===== config.mk =====
export PLATFORM = sky130hd
export DESIGN_NAME = usb_crc5_gen
export DESIGN_NICKNAME = d
export VERILOG_FILES = /design/src/rtl/usb_crc_pkg.sv /design/src/rtl/usb_crc5_fsm.sv /design/src/rtl/usb_crc5_gen.sv
export SDC_FILE = /design/constraint.sdc
export NUM_CORES = 1
export LEC_CHECK = 0
export CAP_MARGIN = 0
export CELL_PAD_IN_SITES_DETAIL_PLACEMENT = 1
export CELL_PAD_IN_SITES_GLOBAL_PLACEMENT = 1
export CORE_UTILIZATION = 41
export CTS_BUF_LIST = sky130_fd_sc_hd__clkbuf_16
export DETAILED_ROUTE_END_ITERATION = 10
export DONT_BUFFER_PORTS = 1
export PLACE_DENSITY = 0.7
export SETUP_SLACK_MARGIN = 0.5
export SLEW_MARGIN = 0
export SYNTH_ARGS = -nofsm -noshare
export SYNTH_HDL_FRONTEND = slang
export SYNTH_SLANG_ARGS = --single-unit

===== constraint.sdc =====
create_clock -name clk -period 1.5 [get_ports clk]
set_clock_uncertainty 0.1 [all_clocks]
set_input_delay 0.45 -clock clk [delete_from_list [all_inputs] [get_ports clk]]
set_output_delay 0.45 -clock clk [all_outputs]
set_load 0.05 [all_outputs]

===== src/rtl/usb_crc_pkg.sv =====
// Shared constants, state type and CRC5 step function for the USB token CRC5 generator.
package usb_crc_pkg;

  localparam int unsigned CRC5_W = 5;

  // x^5 + x^2 + 1, with the x^5 term implied by the shift-out
  localparam logic [CRC5_W-1:0] CRC5_POLY = 5'b00101;
  localparam logic [CRC5_W-1:0] CRC5_SEED = 5'b11111;

  // Output bit counter: counts 0..4 across the SEND phase
  localparam int unsigned CRC5_CNT_W = 3;
  localparam logic [CRC5_CNT_W-1:0] CRC5_LAST_BIT = 3'd4;

  typedef enum logic [1:0] {
    IDLE,
    CALC,
    SEND,
    DONE
  } crc5_state_t;

  // One serial LFSR step: feedback is the incoming bit XOR the register MSB
  function automatic logic [CRC5_W-1:0] crc5_step(input logic [CRC5_W-1:0] crc,
                                                  input logic              din);
    logic fb;
    fb = din ^ crc[CRC5_W-1];
    return {crc[CRC5_W-2:0], 1'b0} ^ (fb ? CRC5_POLY : '0);
  endfunction

endpackage


===== src/rtl/usb_crc5_fsm.sv =====
// Control FSM for the CRC5 generator: sequences load, calculate, send and the
// downstream handshake, and counts the five serialised CRC bits.
module usb_crc5_fsm
  import usb_crc_pkg::*;
(
  input  logic clk,
  input  logic rst_n,
  input  logic crc5_start_i,
  input  logic crc5_rec_i,
  output logic seed_load_o,
  output logic calc_en_o,
  output logic send_en_o,
  output logic crc5_ready_o,
  output logic crc5_done_o
);

  crc5_state_t cs, ns;
  logic [CRC5_CNT_W-1:0] cnt_q, cnt_d;

  // Next-state, counter and Moore outputs
  always_comb begin
    ns           = cs;
    cnt_d        = cnt_q;
    seed_load_o  = 1'b0;
    calc_en_o    = 1'b0;
    send_en_o    = 1'b0;
    crc5_ready_o = 1'b0;
    crc5_done_o  = 1'b0;
    unique case (cs)
      IDLE: begin
        cnt_d = '0;
        // The entry edge only reloads the seed; s_in is not consumed here
        if (crc5_start_i) begin
          ns          = CALC;
          seed_load_o = 1'b1;
        end
      end
      CALC: begin
        cnt_d = '0;
        if (crc5_start_i) begin
          calc_en_o = 1'b1;
        end else begin
          ns = SEND;
        end
      end
      SEND: begin
        crc5_ready_o = 1'b1;
        send_en_o    = 1'b1;
        if (cnt_q == CRC5_LAST_BIT) begin
          cnt_d = '0;
          ns    = DONE;
        end else begin
          cnt_d = cnt_q + 3'd1;
        end
      end
      DONE: begin
        crc5_done_o = 1'b1;
        cnt_d       = '0;
        // A simultaneous start is left for the next edge out of IDLE
        if (crc5_rec_i) begin
          ns = IDLE;
        end
      end
      default: begin
        ns    = IDLE;
        cnt_d = '0;
      end
    endcase
  end

  // State and counter registers
  always_ff @(posedge clk or negedge rst_n) begin
    if (!rst_n) begin
      cs    <= IDLE;
      cnt_q <= '0;
    end else begin
      cs    <= ns;
      cnt_q <= cnt_d;
    end
  end

endmodule


===== src/rtl/usb_crc5_gen.sv =====
// Bit-serial USB token CRC5 generator: shifts token bits in during CALC, then
// drives the complemented remainder out MSB first during SEND.
module usb_crc5_gen
  import usb_crc_pkg::*;
(
  input  logic clk,
  input  logic rst_n,
  input  logic crc5_start,
  input  logic s_in,
  input  logic crc5_rec,
  output logic crc5_out,
  output logic crc5_ready,
  output logic crc5_done
);

  logic [CRC5_W-1:0] crc_q, crc_d;
  logic              seed_load;
  logic              calc_en;
  logic              send_en;

  usb_crc5_fsm fsm_inst (
    .clk          (clk),
    .rst_n        (rst_n),
    .crc5_start_i (crc5_start),
    .crc5_rec_i   (crc5_rec),
    .seed_load_o  (seed_load),
    .calc_en_o    (calc_en),
    .send_en_o    (send_en),
    .crc5_ready_o (crc5_ready),
    .crc5_done_o  (crc5_done)
  );

  // Datapath next value: reload, LFSR step, or shift out filling with ones
  always_comb begin
    crc_d = crc_q;
    if (seed_load) begin
      crc_d = CRC5_SEED;
    end else if (calc_en) begin
      crc_d = crc5_step(crc_q, s_in);
    end else if (send_en) begin
      crc_d = {crc_q[CRC5_W-2:0], 1'b1};
    end
  end

  // CRC shift register
  always_ff @(posedge clk or negedge rst_n) begin
    if (!rst_n) begin
      crc_q <= CRC5_SEED;
    end else begin
      crc_q <= crc_d;
    end
  end

  // Complemented MSB goes out only while the FSM is in SEND
  assign crc5_out = crc5_ready & ~crc_q[CRC5_W-1];

endmodule


==> results.md, run 1 <==
- GP Congestion: just under 0.7
- Worst End Pin Type: output port
- Ports: 8
- Largest net degree at the start of global routing: 11
- Die Ht: approximately 40 um
- Err: [ERROR DPL-0033] detailed placement checks failed during check placement.
- Clock sink total: 10
- Detailed placement HPWL: 1030 um
- Post-Syn Instances: 58
- Initial antenna violation count: 0
- Port Buffers: 0
- Cts bufs inserted: 3
- Row count: 13
- Max Root-Sink Buffers: 2
- Stopped at: 5_1_grt
- Initial Util: 0.447
- DIE WIDTH: 40.2 um
- Avg Cell Area, Syn: about 10 sq um
- Yosys warning total: 0
- Yosys reg bits: 10
- Clk root buf: clkbuf_16
- GRT repair_timing worst endpoint: crc5_out
- Htree depth: 1
- Outcome: aborted with a tool error
- Placement Setup Slack: -93.9 ps
- Count of cell types in the netlist: 24
- Post-Synthesis Cell Area: just under 600 sq um
- Mapped Nets: 71
- Seq/Total Area, Yosys: 0.430
## through the flow
stage	instance area (sq um)	instances	hold WS, ps	utilization
floorplan	629	58	54.4	-
global placement	703	80	54.6	0.527
detailed placement	703	80	54.7	0.527
CTS	970	94	294	0.727
## cells in the mapped netlist
cell type,instances,share of area
o32a_2,1,0.019
nor2_1,2,0.013
dfrtp_1,5,0.21
o21ai_0,4,0.034
buf_2,1,0.0084
o31ai_2,1,0.021
nor3_1,1,0.0084
a21oi_1,4,0.034
nand4_1,1,0.010
nor2b_1,1,0.010
inv_1,5,0.031
mux2i_1,1,0.017
o221ai_2,1,0.025
a21o_1,1,0.013
ha_1,8,0.17
xor2_1,1,0.015
a21oi_2,1,0.015
inv_2,1,0.0063
o21ai_2,1,0.015
dfstp_2,5,0.22
nand2_1,8,0.050
mux2_4,1,0.025
and3_1,2,0.021
and2b_1,1,0.013
## cells by family after synthesis
group / Yosys count / share of synthesized area
simple gates: 16 / 0.126
compound gates: 14 / 0.174
flops: 10 / 0.430
fa+ha+maj: 8 / 0.168
buf+inv: 7 / 0.0461
mux: 2 / 0.0419
xor+xnor: 1 / 0.0147
## what timing repair did
action,CTS
buffers inserted,9
hold endpoints to repair,10
pin swaps,5
hold buffers,1
setup endpoints to repair,13
resized for setup,27
==> run 2, diff against run 1 <==
- CELL_PAD_IN_SITES_DETAIL_PLACEMENT: 1 -> unset
- CELL_PAD_IN_SITES_GLOBAL_PLACEMENT: 1 -> unset
- CORE_AREA: unset -> 2 2 63 65
- CORE_UTILIZATION: 41 -> unset
- CTS_BUF_LIST: sky130_fd_sc_hd__clkbuf_16 -> unset
- DIE_AREA: unset -> 0 0 65 67
- PLACE_DENSITY: 0.7 -> unset
- PLACE_DENSITY_LB_ADDON: unset -> 0.15
- SETUP_SLACK_MARGIN: 0.5 -> unset
- clock period: 1.5 -> 1.95 ns (I/O delays scaled with it)
==> results.md, run 2 <==
- Commonest cells after routing, fill and taps aside: nand2_1 (8), ha_1 (7), dfstp_2 (5)
- Final hold vios: 0
- Row count: 22 (+9)
- Main flop type after synthesis: dfstp_2
- Worst Path Required: between 1000 and 1500 ps
- Worst-path clk slew: ~50 ps
- Setup TNS: 0 ps
- Vias in the first global route: roughly 400
- Placed cells: 107 (+34%)
- Main combinational cell family by area after synthesis: compound AO/OA/AOI/OAI gates
- Fin nets: 79
- Critical path class: reg -> out
- Slowest CP cell: dfrtp_1
- Cts bufs inserted: 3 (unchanged)
- Slowest stage delay, CP: approximately 430 ps
- Initial antenna violation count: 0
- Static Leakage: around 0.00032 uW
- Post-Synth Adder-Cell Area: 0.168 (unchanged)
- Critical Path, Cell by Cell: inv_2, ha_2, and2b_4
- Peak Freq: approximately 530 MHz
- Seq/Total Area, Yosys: 0.430 (unchanged)
- Detailed Routing Iterations Pass 1: 3
- Non-Filler Instances: 113
- DIE WIDTH: 65 um (+62%)
- Area growth from synthesis to layout: 23.3%
- Relative slew slack: 0.763
- Commonest cells post-synth: ha_1 (8), nand2_1 (8), dfrtp_1 (5), dfstp_2 (5), inv_1 (5)
- Grt ovf: 0
- Yosys warning total: 0 (unchanged)
- Largest register FFs: 5
- Residual DRC: 0
- Largest net degree at the start of global routing: 11
- Crit share post-route: 0.961
- Mapped Nets: 71 (unchanged)
- Top flop regs: crc_q x5, fsm_inst.cnt_q x3, fsm_inst.cs x2
- Max Root-Sink Buffers: 2 (unchanged)
- Actual slew at the worst max-slew pin: around 360 ps
- Fraction of layout cells with a size suffix above 1: 0.338
- Count of cell types in the netlist: 24 (unchanged)
- Die ar.: between 0.004 and 0.005 sq mm
- Post-Syn Instances: 58 (unchanged)
- Ports: 8 (unchanged)
- Worst-path maximum fanout: 5
- Starting DRT DRC Count: 33
- Final ANT Viol Nets: 0
- Outcome: complete, no violations
- Post-synth EDFFs: 0 (unchanged)
- Post-synthesis compound-gate area fraction: 0.174 (unchanged)
- Htree depth: 1 (unchanged)
- Largest cells by area after synthesis: dfstp_2 (22%), dfrtp_1 (21%), ha_1 (17%)
- Port Buffers: 0 (unchanged)
- Post-Synth Simple-Gate Area: 0.126 (unchanged)
- Ys async rst share: 1.00 (unchanged)
- Via/cell ratio: between 3 and 4
- CTS tree: done
- Die Ht: 67 um (+67%)
- Max_cap viols: 0
- Latest clock arrival within the worst-skew pair: between 200 and 250 ps
- Peak VDD IR: 297 uV
- Final setup vio count: 0
- Antenna cells: 0
- Commonest non-fill, non-tap cell in the layout: nand2_1
- Initial Util: 0.166 (-0.282)
- Yosys reg bits: 10 (unchanged)
- Final max-slew violation count: 0
- Xor and xnor area share after synthesis: 0.0147 (unchanged)
- RSZ-0062 raised after global routing: false
- PD cells: approximately 1800 mW/mm^2
- Arr. time, crit path: about 1200 ps
- Global-route wire length before repair: 1970 um
- Clock sink total: 10 (unchanged)
- Total track usage: 0.0657
- Clk root buf: clkbuf_8
- Post-Synthesis Cell Area: 597 sq um (unchanged)
- Crit path launch type: flop
- Crit path time final: ~1900 ps
- Vias: 413
- Detailed placement HPWL: 875 um (-15%)
- Post-synthesis mux area share: 0.0419 (unchanged)
- Cell accounting for the most synthesized area: dfstp_2
- Core ar.: about 0.0036 sq mm
- Average routed wire per standard cell: between 10 and 15 um
- Yosys top cell area share: 0.220 (unchanged)
- Reg with most FFs: crc_q
- Worst Hold Class: in -> async
- GP Congestion: 0.649 (-6.3%)
- Routed wire length: between 1000 and 1500 um
- Avg Cell Area, Syn: 10.3 sq um (unchanged)
- Critical Path End Type: output port
-- run 2: cell counts after synthesis --
No cell type changed its count.
-- run 2: worst max-delay path, delay by kind of cell, from the launching register on --
family	cells	cell delay, ps
buf+inv	1	90
simple gates	1	250
flops	1	430
fa+ha+maj	1	170
-- run 2: final cells by class --
class,instances,area (sq um)
Multi-Input combinational cell,41,318
Fill cell,399,2870
Timing Repair Buffer,4,32.5
Tap cell,48,60.1
Clock buffer,4,45.0
Sequential cell,10,258
Inverter,6,22.5
-- run 2: stage by stage --
stage	util	power (uW)	worst slack (ps)	area, sq um	hold WS (ps)
floorplan	-	960	6.40	601	189
global placement	0.186	1090	166	671	190
detailed placement	0.186	1080	196	671	190
CTS	0.202	1330	39.1	727	82.9
global route	0.204	1440	20.7	736	79.3
finish	0.204	1330	76.4	736	91.4
-- run 2: metal layers --
| layer | GRT usage | vias to the layer above | wire length (um) |
|---|---|---|---|
| met1 | 0.0763 | 188 | 569 |
| met3 | 0.0186 | 5 | 47 |
| met5 | 0 | - | 0 |
| met4 | 0.0798 | 0 | 68 |
| li1 | - | 209 | - |
| met2 | 0.0876 | 11 | 477 |
-- run 2: path summary, 6_finish.rpt --
kind	to	slack [ps]	start	cells past startpoint
max in group asynchronous	fsm_inst.cs[1]	970	rst_n	1
hold reg to reg	crc_q[2]	380	crc_q[2]	2
setup / recovery	crc5_out	80	fsm_inst.cs[0]	3
setup reg to reg	fsm_inst.cs[1]	240	fsm_inst.cs[1]	6
hold / removal	crc_q[4]	90	rst_n	0
min in group clk	crc_q[2]	380	crc_q[2]	2
-- run 2: power by group --
group,switching (uW),internal [uW]
registers,85.3,346
clock network,84.8,143
logic,380,287
-- run 2: cell families after synthesis --
logic type | after synthesis
buf+inv | 7
flops | 10
fa+ha+maj | 8
compound gates | 14
xor+xnor | 1
simple gates | 16
mux | 2
-- run 2: repair_timing --
| item | CTS | global route |
|---|---|---|
| pin swaps | 0 | 0 |
| gates resized for setup | 2 | 1 |
| hold buffers | 1 | 0 |
| setup endpoints to repair | 1 | 1 |
| setup buffers | 0 | 1 |
| hold endpoints to repair | 5 | 0 |
Note: power is estimated with default switching activity, not from simulation.
